==> src/rtl/input_conditioner_n.sv <==
// N-channel input conditioner: synchroniser, debounce filter and one-pulse edge FSM per channel.
// Define INPUT_COND_REPEAT_EN to add auto-repeat pulses on a held input.
module input_conditioner_n #(
    parameter int N               = 4,
    parameter int SYNC_STAGES     = 2,
    parameter int DEBOUNCE_CYCLES = 4,
    parameter int REPEAT_DELAY    = 16,
    parameter int REPEAT_PERIOD   = 8
) (
    input  logic         Clock,
    input  logic         Reset,
    input  logic [N-1:0] a,
    output logic [N-1:0] pulse,
    output logic [N-1:0] level
);

    localparam int CNT_W = $clog2(DEBOUNCE_CYCLES + 1);

    localparam logic [1:0] ST_IDLE = 2'd0;
    localparam logic [1:0] ST_FIRE = 2'd1;
    localparam logic [1:0] ST_HELD = 2'd2;

    // Elaboration-time guard against parameter values the channel logic cannot represent.
    if (N < 1 || SYNC_STAGES < 2 || DEBOUNCE_CYCLES < 1 ||
        REPEAT_DELAY < 2 || REPEAT_PERIOD < 2) begin : g_param_check
        $error("input_conditioner_n: illegal parameter value");
    end

`ifdef INPUT_COND_REPEAT_EN
    localparam int RPT_MAX = (REPEAT_DELAY > REPEAT_PERIOD) ? REPEAT_DELAY : REPEAT_PERIOD;
    localparam int RPT_W   = $clog2(RPT_MAX);
`endif

    for (genvar i = 0; i < N; i++) begin : g_ch
        logic [SYNC_STAGES-1:0] r_sync;
        logic                   w_s;
        logic                   r_d;
        logic [CNT_W-1:0]       r_cnt;
        logic [1:0]             r_state;
`ifdef INPUT_COND_REPEAT_EN
        logic [RPT_W-1:0]       r_rpt;
        logic                   r_from_repeat;
`endif

        // NOTE: sequential state uses non-blocking assignments so every flop samples pre-edge values.
        always_ff @(posedge Clock) begin
            if (Reset) begin
                r_sync <= '0;
            end else begin
                r_sync <= {r_sync[SYNC_STAGES-2:0], a[i]};
            end
        end

        assign w_s = r_sync[SYNC_STAGES-1];

        always_ff @(posedge Clock) begin
            if (Reset) begin
                r_d   <= 1'b0;
                r_cnt <= '0;
            end else if (w_s == r_d) begin
                r_cnt <= '0;
            end else if (r_cnt == CNT_W'(DEBOUNCE_CYCLES - 1)) begin
                r_d   <= w_s;
                r_cnt <= '0;
            end else begin
                r_cnt <= r_cnt + 1'b1;
            end
        end

        // Edge FSM reacts to the registered debounced level, so the pulse lands one edge after level rises.
        always_ff @(posedge Clock) begin
            if (Reset) begin
                r_state       <= ST_IDLE;
`ifdef INPUT_COND_REPEAT_EN
                r_rpt         <= '0;
                r_from_repeat <= 1'b0;
`endif
            end else begin
                case (r_state)
                    ST_IDLE: begin
                        if (r_d) begin
                            r_state       <= ST_FIRE;
`ifdef INPUT_COND_REPEAT_EN
                            r_from_repeat <= 1'b0;
`endif
                        end
                    end
                    ST_FIRE: begin
                        if (!r_d) begin
                            r_state <= ST_IDLE;
                        end else begin
                            r_state <= ST_HELD;
`ifdef INPUT_COND_REPEAT_EN
                            r_rpt   <= r_from_repeat ? RPT_W'(REPEAT_PERIOD - 2)
                                                     : RPT_W'(REPEAT_DELAY - 2);
`endif
                        end
                    end
                    ST_HELD: begin
                        if (!r_d) begin
                            r_state <= ST_IDLE;
`ifdef INPUT_COND_REPEAT_EN
                        end else if (r_rpt == '0) begin
                            r_state       <= ST_FIRE;
                            r_from_repeat <= 1'b1;
                        end else begin
                            r_rpt <= r_rpt - 1'b1;
`endif
                        end
                    end
                    default: r_state <= ST_IDLE;
                endcase
            end
        end

        assign pulse[i] = (r_state == ST_FIRE);
        assign level[i] = r_d;
    end

endmodule

==> config.mk <==
export PLATFORM = sky130hd
export DESIGN_NAME = input_conditioner_n
export DESIGN_NICKNAME = d
export VERILOG_FILES = /design/src/rtl/input_conditioner_n.sv
export SDC_FILE = /design/constraint.sdc
export NUM_CORES = 1
export LEC_CHECK = 0
export ABC_AREA = 0
export CORE_ASPECT_RATIO = 1.75
export CORE_MARGIN = 2
export CORE_UTILIZATION = 27
export CTS_CLUSTER_DIAMETER = 200
export DETAILED_ROUTE_END_ITERATION = 10
export PLACE_DENSITY = 0.47
export REMOVE_ABC_BUFFERS = 1
export SYNTH_ARGS = -nofsm -noshare
export SYNTH_HDL_FRONTEND = slang
export SYNTH_SLANG_ARGS = --single-unit
==> constraint.sdc <==
create_clock -name Clock -period 1.06 [get_ports Clock]
set_input_delay 0.212 -clock Clock [delete_from_list [all_inputs] [get_ports Clock]]
set_output_delay 0.212 -clock Clock [all_outputs]
set_load 0.03 [all_outputs]
After elaboration in Yosys (flattened, before gate mapping)
Index checks and enable logic that the tools add are counted.
{ "classes": {"n_addsub": 4, "n_eq_ne": 24, "mux": 16, "n_bitwise": 4, "n_reduce_logical": 16} }
{ "ops": {"columns": ["cell", "n"], "rows": [
  ["$mux W2", 12],
  ["$pmux W2 S3", 4],
  ["$ne A2 B2 Y1 const B", 8],
  ["$reduce_and A2 Y1", 8],
  ["$add A3 B1 Y3 const B", 4],
  ["$eq A3 B2 Y1 const B", 4],
  ["$reduce_or A3 Y1", 4],
  ["$eq A2 B1 Y1 const B", 4],
  ["$eq A2 B2 Y1 const B", 4],
  ["$logic_not A2 Y1", 4],
  ["$eq A1 B1 Y1", 4],
  ["$not A1 Y1", 4]
]} }
{ "totals": {"ff_bits": 32, "input_bits": 6, "out_inout_bits": 8, "word_cells": 80} }

Depth between registers and ports, before layout
Gate-level depths: netlist of run 1.
{ "depth": {"word_depth": 3, "mapped_depth": 4, "depth_no_buf": 4} }

Worst setup path before layout of run 1
Ideal clock, no wire load.
{ "synth_timing": {"path_type": "flip-flop to flip-flop", "startpoint": "register g_ch[0].r_cnt[0]", "endpoint": "register g_ch[0].r_cnt[2]", "setup_time_ps": 92, "t_arrival_ps": 961, "t_required_ps": 968, "slack_ps": 7, "stages_incl_launch_ff": 4, "n_path_buf": 0, "period_less_slack_ps": 1053, "cell_sequence": "dfxtp_1 ha_1 ha_1 nor4_1"} }
{ "synth_via": {"elab_chain_cells": 2, "word_cells_on_any_way": 3, "cone_classes": "1 x add/sub; 1 x eq/ne; 1 x reduce/logical"} }
{ "synth_lines": {"columns": ["element", "line", "source"], "rows": [
  ["start: declaration", "38", "logic [CNT_W-1:0] r_cnt;"],
  ["start signal: assignment", "66", "r_cnt <= r_cnt + 1'b1;"],
  ["parallel branches: the longest is 2 deep, another holds $add A3 B1 Y3", null, null]
]} }
Parallel ways; which one is timed is not known.
A chain may end at the register's enable or synchronous reset.

Worst setup path in the final report of run 1
{ "layout_timing": {"startpoint": "register g_ch[3].r_state[0]", "endpoint": "output port pulse[3]"} }
{ "layout_via": {"elab_chain_cells": 1} }
{ "layout_lines": {"columns": ["element", "line", "source"], "rows": [
  ["start: declaration", "39", "logic [1:0] r_state;"],
  ["start signal: assignment", "73", "r_state <= ST_IDLE;"],
  ["start signal: assignment", "82", "r_state <= ST_FIRE;"],
  ["start signal: assignment", "90", "r_state <= ST_IDLE;"],
  ["$eq A2 B1 Y1", "116", "assign pulse[i] = (r_state == ST_FIRE);"],
  ["end: declaration", "13", "output logic [N-1:0] pulse,"]
]} }
Every way passes these cells.

==> out/metrics.yaml, run 1 <==
syn_to_final_growth_pct: 47.3
globalRouteMet3Util: 0.0309
fmax_mhz: 927
min_period_ps: 1080
synth_top_area_share: 0.538
first_global_vias: 747
tritoncts_num_sinks: 32
cts-root-to-sink-buffers: 2
cts_root_buffer: "sky130_fd_sc_hd__clkbuf_8"
vdd.ir_drop.worst_v: 0.000917
groute.layer.met1.usage: 0.0797
max_slew.worst_pin.slew_ps: 493
place_congestion: 0.678
ys_seq_area_frac: 0.538
clk_transition_reported_paths_ps: 60
residual_drc: 0
dr_total_vias: 769
outcome: "complete, but fails checks"
top_usage_layer: "met2"
detail_route.vias_per_cell: 4.34
yosys_warnings: 0
timing.rr.end: "g_ch[3].r_cnt[0]$_SDFF_PP0_"
synth.cell_area_sq_um: 1190
worst_hold_startpoint: "g_ch[1].r_sync[0]$_SDFF_PP0_"
grtUsageTotal: 0.0871
worstPathRequired_ps: 850
utilization: 0.405
power-per-cell-area_nw_per_um2: 1290
layout_common_cells: "18 x sky130_fd_sc_hd__dfxtp_2, 13 x sky130_fd_sc_hd__dfxtp_1, 12 x sky130_fd_sc_hd__buf_4"
regToRegStartpoint: "g_ch[3].r_cnt[0]$_SDFF_PP0_"
timing.reg2reg.worst_path_depth: 3
final_net_count: 139
synthCells: 103
htreeDepth: 2
failed_checks: "setup timing"
unrepaired_setup_endpoints_after_global_routing: "true"
total_cts_buffers: 5
worst_clock_skew_ps: 2.05
timing.final.ws_setup_ps: -19.2
synth_area_leaders: "sky130_fd_sc_hd__dfxtp_1 54%, sky130_fd_sc_hd__ha_1 8.4%, sky130_fd_sc_hd__nor2b_1 6.3%"
number_of_distinct_standard_cells_referenced_by_the_synthesized_netlist: 13
relSlewSlack: 0.669
fp.coreArea_sq_um: 4320
drv_slew: 0
antennaDiodeCount: 0
global_route.overflow_total: 0
layout_worst_path_cycle_share: 1.02
syn-mean-instance-area_sq_um: 11.6
power.leakage_uw: 0.000582
clkLatencyLatePin_ps: 270
antenna_violating_nets_remaining: 0
drtPass1Iterations: 4
synth_largest_area_cell: "sky130_fd_sc_hd__dfxtp_1"
cts_hold_buf: 0
setup-violations-final: 4
crit_type: "flip-flop to primary output"
crit_path_start_kind: "flip-flop"
post_drt_wl_per_cell_um: 10.4
final_hold_viol_count: 0
hold_path_depth: 1
num_io_pins: 14
floorplan_row_count: 32
synth_seq_cells: 32
max_cap_violations: 0
fp.dieArea_sq_um: 4970
layout-drive-gt1-share: 0.532
timing.hold.ws_ps: 439
worst-r2r-setup-slack_ps: 30
met2_usage: 0.145
io_buffers: 13
wirelength_mm: 1.84
chipWidth_um: 54.2
worstHoldEndpoint: "g_ch[1].r_sync[1]$_SDFF_PP0_"
crit_path_max_fo: 2
count_of_filler_cells_inserted_in_the_layout: 442
mostFrequentLayoutCell: "sky130_fd_sc_hd__dfxtp_2"
wire_length_of_the_first_global_routing_pass_mm: 3.07
die_height_um: 91.8
place.detailed.hpwl_mm: 1.12
start_util: 0.275
number_of_antenna_violations_at_the_first_check_in_global_routing: 0
cp.arrival_ps: 870
grt_start_max_net_pins: 29
tritoncts: "built"
worstHoldPathType: "flip-flop to flip-flop"
end_kind: "primary output"
drt-initial-drc-count: 3
state kept, by name, summed over array words and instances (netlist names):
signal / count
g_ch.r_sync: 8
g_ch.r_state: 8
g_ch.r_d: 4
g_ch.r_cnt: 12
metrics by stage:
| step | setup slack (ps) | cell area [sq um] | power, uW | setup TNS, ps | instances |
|---|---|---|---|---|---|
| after floorplan | 7.30 | 1130 | 1280 | 0 | 96 |
| after global placement | -147 | 1340 | 1330 | -2330 | 164 |
| after detailed placement | -172 | 1340 | 1330 | -2970 | 164 |
| after CTS | -74.4 | 1550 | 2290 | -239 | 175 |
| after global routing | -64.4 | 1750 | 2360 | -342 | 177 |
| final | -19.2 | 1750 | 2260 | -39.3 | 177 |
per-layer routing:
metal  share of wire  routed length [um]  up-vias
met2            0.55                1010       14
met3           0.046                  84        7
met1            0.37                 675      364
met5               0                   0        -
li1                -                   -      384
met4           0.039                  72        0
cell type report:
class | count | area (sq um) | area share
clock buffer | 8 | 90.1 | 0.0514
multi-input combinational | 60 | 712 | 0.406
tap | 51 | 63.8 | 0.0364
inverter | 4 | 15.0 | 0.00857
timing repair buffer | 22 | 205 | 0.117
sequential | 32 | 667 | 0.380
critical path: stages, from the launching register on:
cell,delay [ps]
sky130_fd_sc_hd__dfxtp_2,330
sky130_fd_sc_hd__nor2b_4,130
sky130_fd_sc_hd__buf_6,130
timing repair:
item | 4_1_cts | 5_1_grt
pin swaps | 4 | 7
gates resized for setup | 27 | 36
setup endpoints to repair | 24 | 18
setup buffers | 3 | 2
worst max path at each step:
| stage | startpoint | endpoint | slack, ps |
|---|---|---|---|
| 6_report | g_ch[3].r_state[0]$_SDFFE_PP0P_ | pulse[3] | -20 |
| 2_1_floorplan | g_ch[0].r_cnt[0]$_SDFF_PP0_ | g_ch[0].r_cnt[2]$_SDFF_PP0_ | 7 |
| 4_1_cts | g_ch[2].r_state[0]$_SDFFE_PP0P_ | pulse[2] | -70 |
| 3_3_place_gp | Reset | g_ch[0].r_state[1]$_SDFFE_PP0P_ | -150 |
| 5_1_grt | g_ch[3].r_state[0]$_SDFFE_PP0P_ | pulse[3] | -60 |
| 3_5_place_dp | Reset | g_ch[3].r_state[0]$_SDFFE_PP0P_ | -170 |
report_power, final:
group | leakage, uW | internal (uW) | switching, uW
clock network | 0.0000455 | 528 | 403
logic | 0.000267 | 52.0 | 43.3
registers | 0.000270 | 1220 | 10.7
total | 0.000582 | 1800 | 457
cells in the mapped netlist:
master                      n
sky130_fd_sc_hd__nor4b_2    4
sky130_fd_sc_hd__nor4_1     8
sky130_fd_sc_hd__inv_1      4
sky130_fd_sc_hd__mux2i_1    4
sky130_fd_sc_hd__xnor2_1    8
sky130_fd_sc_hd__nor2b_1   12
sky130_fd_sc_hd__dfxtp_1   32
sky130_fd_sc_hd__nor3_1     4
sky130_fd_sc_hd__buf_6      3
sky130_fd_sc_hd__nor2_1     8
sky130_fd_sc_hd__nand2b_1   4
sky130_fd_sc_hd__ha_1       8
sky130_fd_sc_hd__buf_4      4
cells by family (layout without fill, tap and decap cells):
logic type | count (synthesis) | in the layout | share of synthesized area
xor+xnor | 8 | 8 | 0.0589
flops | 32 | 32 | 0.538
fa+ha+maj | 8 | 8 | 0.0841
simple gates | 40 | 40 | 0.219
buf+inv | 11 | 34 | 0.0662
mux | 4 | 4 | 0.0337
Note: power is estimated with default switching activity, not from simulation.
==> run 2, diff against run 1 <==
CAP_MARGIN = 10   (was default)
==> results of run 2 <==
Final layout, timing and power as in run 1 (identical DEF).
